--- src/rtl/ans_seg_display_if.sv ---
// ============================================================================
// ans_seg_display_if : load/result bus between the calculator datapath and
//                      the seven-segment display converter.   Rev 1.0
// ============================================================================
`default_nettype none

interface ans_seg_display_if;
   logic [31:0] ans;
   logic        load;
   logic        busy;
   logic        done;
   logic [41:0] seg_n;

   modport master (output ans, output load, input busy, input done, input seg_n);
   modport slave  (input ans, input load, output busy, output done, output seg_n);
endinterface

`default_nettype wire

--- src/rtl/ans_seg_display.sv ---
// ============================================================================
// ans_seg_display : signed result word -> six active-low 7-segment digits via
//                   serial double-dabble. Option macro: LEADING_ZERO_BLANK_EN.
// Rev 1.0
// ============================================================================
`default_nettype none

module ans_seg_display (
   input  wire logic         clk,
   input  wire logic         rst,
   ans_seg_display_if.slave  bus
);

   localparam logic [31:0] NULL_CODE  = 32'h00CC_0000;
   localparam logic [31:0] ERR_CODE   = 32'h00EE_0000;
   localparam logic [4:0]  SHIFT_CNT  = 5'd20;
   localparam logic [41:0] SEG_BLANK  = 42'h3FF_FFFF_FFFF;
   localparam logic [3:0]  CODE_MINUS = 4'hA;
   localparam logic [3:0]  CODE_E     = 4'hB;
   localparam logic [3:0]  CODE_R     = 4'hC;
   localparam logic [3:0]  CODE_BLANK = 4'hF;

   typedef enum logic [1:0] {S_IDLE, S_CLASSIFY, S_SHIFT, S_ENCODE} state_t;
   typedef enum logic [1:0] {K_NUM, K_NULL, K_ERR} kind_t;

   state_t      state_q, state_d;
   kind_t       kind_q, kind_d;
   logic [31:0] ans_q, ans_d;
   logic [23:0] bcd_q, bcd_d;
   logic [19:0] mag_q, mag_d;
   logic [4:0]  cnt_q, cnt_d;
   logic        neg_q, neg_d;
   logic        busy_q, busy_d;
   logic        done_q, done_d;
   logic [41:0] seg_n_q, seg_n_d;

   logic [19:0] mag_abs;
   logic        out_of_range;
   logic [23:0] bcd_adj;
   logic [3:0]  digit_code [6];
   logic [41:0] seg_enc;

   function automatic logic [6:0] glyph(input logic [3:0] code);
      case (code)
         4'd0:       glyph = 7'h3F;
         4'd1:       glyph = 7'h06;
         4'd2:       glyph = 7'h5B;
         4'd3:       glyph = 7'h4F;
         4'd4:       glyph = 7'h66;
         4'd5:       glyph = 7'h6D;
         4'd6:       glyph = 7'h7D;
         4'd7:       glyph = 7'h07;
         4'd8:       glyph = 7'h7F;
         4'd9:       glyph = 7'h6F;
         CODE_MINUS: glyph = 7'h40;
         CODE_E:     glyph = 7'h79;
         CODE_R:     glyph = 7'h50;
         default:    glyph = 7'h00;
      endcase
   endfunction

   // Low 20 bits of the two's complement negation equal the truncated magnitude.
   assign mag_abs      = ans_q[31] ? (~ans_q[19:0] + 20'd1) : ans_q[19:0];
   assign out_of_range = ($signed(ans_q) > 32'sd999999) || ($signed(ans_q) < -32'sd99999);

   always_comb begin
      bcd_adj = bcd_q;
      for (int i = 0; i < 6; i++) begin
         if (bcd_q[4*i +: 4] >= 4'd5) begin
            bcd_adj[4*i +: 4] = bcd_q[4*i +: 4] + 4'd3;
         end
      end
   end

   always_comb begin
`ifdef LEADING_ZERO_BLANK_EN
      int msd;
      msd = 0;
`endif
      for (int i = 0; i < 6; i++) begin
         digit_code[i] = CODE_BLANK;
      end
      case (kind_q)
         K_ERR: begin
            digit_code[2] = CODE_E;
            digit_code[1] = CODE_R;
            digit_code[0] = CODE_R;
         end
         K_NUM: begin
`ifdef LEADING_ZERO_BLANK_EN
            for (int i = 1; i < 6; i++) begin
               if (bcd_q[4*i +: 4] != 4'd0) msd = i;
            end
            for (int i = 0; i < 6; i++) begin
               if (i <= msd) begin
                  digit_code[i] = bcd_q[4*i +: 4];
               end else if (neg_q && (i == msd + 1)) begin
                  digit_code[i] = CODE_MINUS;
               end
            end
`else
            for (int i = 0; i < 6; i++) begin
               digit_code[i] = bcd_q[4*i +: 4];
            end
            if (neg_q) digit_code[5] = CODE_MINUS;
`endif
         end
         default: ;
      endcase
      for (int i = 0; i < 6; i++) begin
         seg_enc[7*i +: 7] = ~glyph(digit_code[i]);
      end
   end

   always_comb begin
      state_d = state_q;
      kind_d  = kind_q;
      ans_d   = ans_q;
      bcd_d   = bcd_q;
      mag_d   = mag_q;
      cnt_d   = cnt_q;
      neg_d   = neg_q;
      busy_d  = busy_q;
      done_d  = 1'b0;
      seg_n_d = seg_n_q;
      case (state_q)
         S_IDLE: begin
            if (bus.load) begin
               ans_d   = bus.ans;
               busy_d  = 1'b1;
               state_d = S_CLASSIFY;
            end
         end
         S_CLASSIFY: begin
            // NULL_CODE itself lies above the numeric range, so markers go first.
            if (ans_q == ERR_CODE) begin
               kind_d  = K_ERR;
               state_d = S_ENCODE;
            end else if (ans_q == NULL_CODE) begin
               kind_d  = K_NULL;
               state_d = S_ENCODE;
            end else if (out_of_range) begin
               kind_d  = K_ERR;
               state_d = S_ENCODE;
            end else begin
               kind_d  = K_NUM;
               neg_d   = ans_q[31];
               mag_d   = mag_abs;
               bcd_d   = 24'h0;
               cnt_d   = SHIFT_CNT;
               state_d = S_SHIFT;
            end
         end
         S_SHIFT: begin
            bcd_d = (bcd_adj << 1) | {23'd0, mag_q[19]};
            mag_d = mag_q << 1;
            cnt_d = cnt_q - 5'd1;
            if (cnt_q == 5'd1) state_d = S_ENCODE;
         end
         S_ENCODE: begin
            seg_n_d = seg_enc;
            done_d  = 1'b1;
            busy_d  = 1'b0;
            state_d = S_IDLE;
         end
         default: state_d = S_IDLE;
      endcase
   end

   always_ff @(posedge clk or posedge rst) begin
      if (rst) begin
         state_q <= S_IDLE;
         kind_q  <= K_NUM;
         ans_q   <= 32'd0;
         bcd_q   <= 24'd0;
         mag_q   <= 20'd0;
         cnt_q   <= 5'd0;
         neg_q   <= 1'b0;
         busy_q  <= 1'b0;
         done_q  <= 1'b0;
         seg_n_q <= SEG_BLANK;
      end else begin
         state_q <= state_d;
         kind_q  <= kind_d;
         ans_q   <= ans_d;
         bcd_q   <= bcd_d;
         mag_q   <= mag_d;
         cnt_q   <= cnt_d;
         neg_q   <= neg_d;
         busy_q  <= busy_d;
         done_q  <= done_d;
         seg_n_q <= seg_n_d;
      end
   end

   assign bus.busy  = busy_q;
   assign bus.done  = done_q;
   assign bus.seg_n = seg_n_q;

endmodule

`default_nettype wire

--- src/flat_wrapper.sv ---
// flat-port wrapper written by rule: the top's interface ports become plain ports
module ans_seg_display_flat 
  (clk, rst, bus_ans, bus_load, bus_busy, bus_done, bus_seg_n);
  ans_seg_display_if bus_i ();
  input  wire logic clk;
  input  wire logic rst;
  input wire logic [$bits(bus_i.ans)-1:0] bus_ans;
  input wire logic [$bits(bus_i.load)-1:0] bus_load;
  output wire logic [$bits(bus_i.busy)-1:0] bus_busy;
  output wire logic [$bits(bus_i.done)-1:0] bus_done;
  output wire logic [$bits(bus_i.seg_n)-1:0] bus_seg_n;
  assign bus_i.ans = bus_ans;
  assign bus_i.load = bus_load;
  assign bus_busy = bus_i.busy;
  assign bus_done = bus_i.done;
  assign bus_seg_n = bus_i.seg_n;
  ans_seg_display u_core (.clk(clk), .rst(rst), .bus(bus_i));
endmodule
--- config.mk ---
export PLATFORM = sky130hd
export DESIGN_NAME = ans_seg_display_flat
export DESIGN_NICKNAME = d
export VERILOG_FILES = /design/src/rtl/ans_seg_display_if.sv /design/src/rtl/ans_seg_display.sv /design/src/flat_wrapper.sv
export SDC_FILE = /design/constraint.sdc
export NUM_CORES = 1
export LEC_CHECK = 0
export BUFFER_PORTS_ARGS = -buffer_cell sky130_fd_sc_hd__buf_2
export CAP_MARGIN = 5
export CORE_UTILIZATION = 45
export DETAILED_ROUTE_END_ITERATION = 16
export GPL_TIMING_DRIVEN = 1
export PLACE_DENSITY = 0.67
export SYNTH_ARGS = -nofsm -noshare
export SYNTH_HDL_FRONTEND = slang
export SYNTH_SLANG_ARGS = --single-unit
--- constraint.sdc ---
create_clock -name clk -period 3.85 [get_ports clk]
set_input_delay 0.1925 -clock clk [delete_from_list [all_inputs] [get_ports clk]]
set_output_delay 0.1925 -clock clk [all_outputs]
set_load 0.05 [all_outputs]
==> flow_summary_export.csv <==
group,metric,value,unit
clock_tree,cts.sinks,130,
synthesis,synth-edff-count,0,
clock_tree,postCtsSetupBuffers,0,
clock_tree,clk_pin_slew,60,ps
critical_path,worstPathCellList,"nor4_1 > nand3b_1 > o41ai_4 > a21oi_4 > nor2_4 > mux2_2",
final_layout,final_core_utilization,0.550,
floorplan,floorplan.die.height,134,um
clock_tree,ctsRootBufferMaster,"sky130_fd_sc_hd__clkbuf_16",
clock_tree,cts_tree,"done",
global_route,first_global_vias,5894,
critical_path,timing.critical_path.from_type,"flip-flop",
routing,drt_drc_violations_left,0,
clock_tree,clk_latency,420,ps
final_layout,flow.area_growth_from_synthesis,17.8,%
synthesis,ys_dominant_reg_cell,"sky130_fd_sc_hd__dfrtp_1",
routing,drt-vias-per-instance,5.51,
global_route,grt_max_degree,76,
critical_path,crit_family,"simple AND/OR/NAND/NOR gates",
placed_design,port_buffer_count,78,
critical_path,worst-endpoint-required,4150,ps
synthesis,synth_warnings,0,
sta,finalSetupTns,0,ps
synthesis,synth.ff_latch_count,130,
outcome,failed_checks,"negative hold slack",
floorplan,fp.dieArea,17900,sq um
sta,setup-violations-final,0,
routing,num_vias,6244,
synthesis,post_synth_num_cell_types,73,
sta,hold_ws,-11.6,ps
synthesis,syn_area,7830,sq um
floorplan,io_pins,79,
floorplan,initial_core_util,0.467,
routing,avg_wl_per_cell,15.4,um
synthesis,syn_nets,898,
routing,wl,17.4,mm
global_route,grt_pass1_wl,29.4,mm
sta,fin_skew,7.53,ps
sta,layout_worst_path_cycle_share,0.723,
final_layout,commonest_non_fill_non_tap_cell_in_the_layout,"sky130_fd_sc_hd__dfrtp_1",
floorplan,floorplan.die.width,134,um
pwr,total_power,6.27,mW
synthesis,synth.yosys.seq_area_share,0.422,
final_layout,layout-drive-gt1-share,0.246,
sta,tightest_slew,954,ps
global_route,grt_overflow,0,
routing,drt_first_pass_iters,5,
pwr,p_leak,3.92,nW
placed_design,gp_congestion,0.811,
routing,detail_route.iter0.violations,501,
clock_tree,numCtsBuffers,17,
global_route,grt_usage,0.205,
outcome,outcome,"complete, but fails checks",
sta,slew-limit-headroom,0.364,
critical_path,critPathBufInv,0,
critical_path,worstSetupPathType,"reg -> reg",
final_layout,design.final.nets,987,
global_route,grt_antenna_before_repair,0,
sta,final-max-slew-violation-count,0,
final_layout,fillerInstances,1502,
synthesis,async_reset_ff_frac,1.00,
placed_design,place_hpwl,11.6,mm
synthesis,post_synth_inst_count,812,
flow_run,max_cap_violations,0,
critical_path,critical_path_arrival,3080,ps
pwr,vdd.ir_drop.worst,0.404,mV
sta,period_needed,2790,ps
final_layout,mostFrequentLayoutCells,"sky130_fd_sc_hd__dfrtp_1, sky130_fd_sc_hd__buf_2, sky130_fd_sc_hd__nor2_1, sky130_fd_sc_hd__nand2_1, sky130_fd_sc_hd__o21ai_0",
critical_path,cpPeakStageDelay,520,ps
sta,max_freq,359,MHz
critical_path,setup.worst_path.end_class,"flip-flop",
clock_tree,cts.htree.levels,4,
pwr,p_per_area,681,nW/um^2
min_path,min-delay-path-class,"in -> async",
floorplan,core_region_area,16800,sq um
sta,hold_viol_final,2,
floorplan,num_rows,47,
critical_path,timing.critical_path.fanout_max,17,
routing,route.antenna.remaining_nets,0,
final_layout,diodes,0,
clock_tree,clockBufferDepth,2,
synthesis,avgSynthCellArea,9.64,sq um
critical_path,crit_slowest_cell,"sky130_fd_sc_hd__o41ai_4",
sta,grt_setup_unrepaired,"false",
[area by class of cell]
cell class,instances,area [sq um],share of cell area
clock inverters,12,75.1,0.00815
repair buffers,117,776,0.0842
inverters,58,220,0.0239
well taps,220,275,0.0299
clock buffers,20,489,0.0531
multi-input cells,577,4080,0.442
flip-flops and latches,130,3310,0.359
[per-stage QoR]
stage / instances / worst slack [ps] / cell area (sq um)
2_1_floorplan: 812 / 258 / 7830
4_1_cts: 1134 / 1050 / 9220
3_3_place_gp: 1075 / 1120 / 8380
5_1_grt: 1134 / 762 / 9220
3_5_place_dp: 1075 / 1070 / 8380
6_report: 1134 / 1070 / 9220
[path summary, 6_finish.rpt]
path,startpoint,endpoint,slack [ps],cells past startpoint
worst max-delay path,u_core.ans_q[10]$_DFFE_PP0P_,u_core.mag_q[16]$_DFFE_PP0P_,1070,6
worst min-delay path,rst,u_core.bus.done$_DFF_PP0_,-10,2
worst max register to register,u_core.ans_q[10]$_DFFE_PP0P_,u_core.mag_q[16]$_DFFE_PP0P_,1070,6
worst min register to register,u_core.bus.seg_n[14]$_DFFE_PP1P_,u_core.bus.seg_n[14]$_DFFE_PP1P_,460,2
max in group asynchronous,rst,u_core.bus.seg_n[21]$_DFFE_PP1P_,2980,3
min in group clk,bus_ans[30],u_core.ans_q[30]$_DFFE_PP0P_,20,2
[layer usage]
| metal | GRT usage | vias up | share of wire |
|---|---|---|---|
| li1 | - | 3097 | - |
| met1 | 0.288 | 2941 | 0.50 |
| met2 | 0.314 | 175 | 0.44 |
| met3 | 0.0333 | 31 | 0.042 |
| met4 | 0.0808 | 0 | 0.020 |
| met5 | 0 | - | 0 |
[sequential cells by signal (all words and copies together), names as in the netlist]
name / count
u_core.bus.done: 1
u_core.kind_q: 2
u_core.bus.busy: 1
u_core.ans_q: 32
u_core.bcd_q: 24
u_core.neg_q: 1
u_core.cnt_q: 5
u_core.state_q: 2
u_core.mag_q: 20
u_core.bus.seg_n: 42
[repair_timing]
action                                 CTS  global route
hold buffers                            27             0
gates resized for setup                  0             0
endpoints found under the hold margin   27             0
[cell families (layout without fill, tap and decap cells)]
| family | Yosys count | in the layout | share of synthesized area |
|---|---|---|---|
| AOI/OAI and AO/OA | 233 | 233 | 0.210 |
| and+or+nand+nor | 219 | 219 | 0.131 |
| DFF | 130 | 130 | 0.422 |
| buffers and inverters | 105 | 207 | 0.0576 |
| adders and majority gates | 51 | 51 | 0.0815 |
| muxes | 47 | 47 | 0.0679 |
| xor gates and xnor gates | 27 | 27 | 0.0302 |
[power breakdown]
group / total (mW) / switching (mW) / internal [mW]
clock network: 1.54 / 0.628 / 0.914
logic: 2.39 / 1.40 / 0.987
registers: 2.34 / 0.510 / 1.83
[cells in the mapped netlist (17+ instances only)]
master | instances | area, sq um
sky130_fd_sc_hd__a21oi_1 | 42 | 210
sky130_fd_sc_hd__mux2_2 | 39 | 439
sky130_fd_sc_hd__a31oi_1 | 17 | 106
sky130_fd_sc_hd__a211oi_1 | 17 | 128
sky130_fd_sc_hd__nor2_1 | 72 | 270
sky130_fd_sc_hd__inv_1 | 55 | 206
sky130_fd_sc_hd__nor3_1 | 23 | 115
sky130_fd_sc_hd__ha_1 | 51 | 638
sky130_fd_sc_hd__nand2_1 | 71 | 267
sky130_fd_sc_hd__clkbuf_1 | 29 | 109
sky130_fd_sc_hd__a22o_1 | 18 | 158
sky130_fd_sc_hd__dfstp_2 | 42 | 1100
sky130_fd_sc_hd__o21ai_0 | 57 | 285
sky130_fd_sc_hd__dfrtp_1 | 88 | 2200
Power figures use the tool's default switching activity.
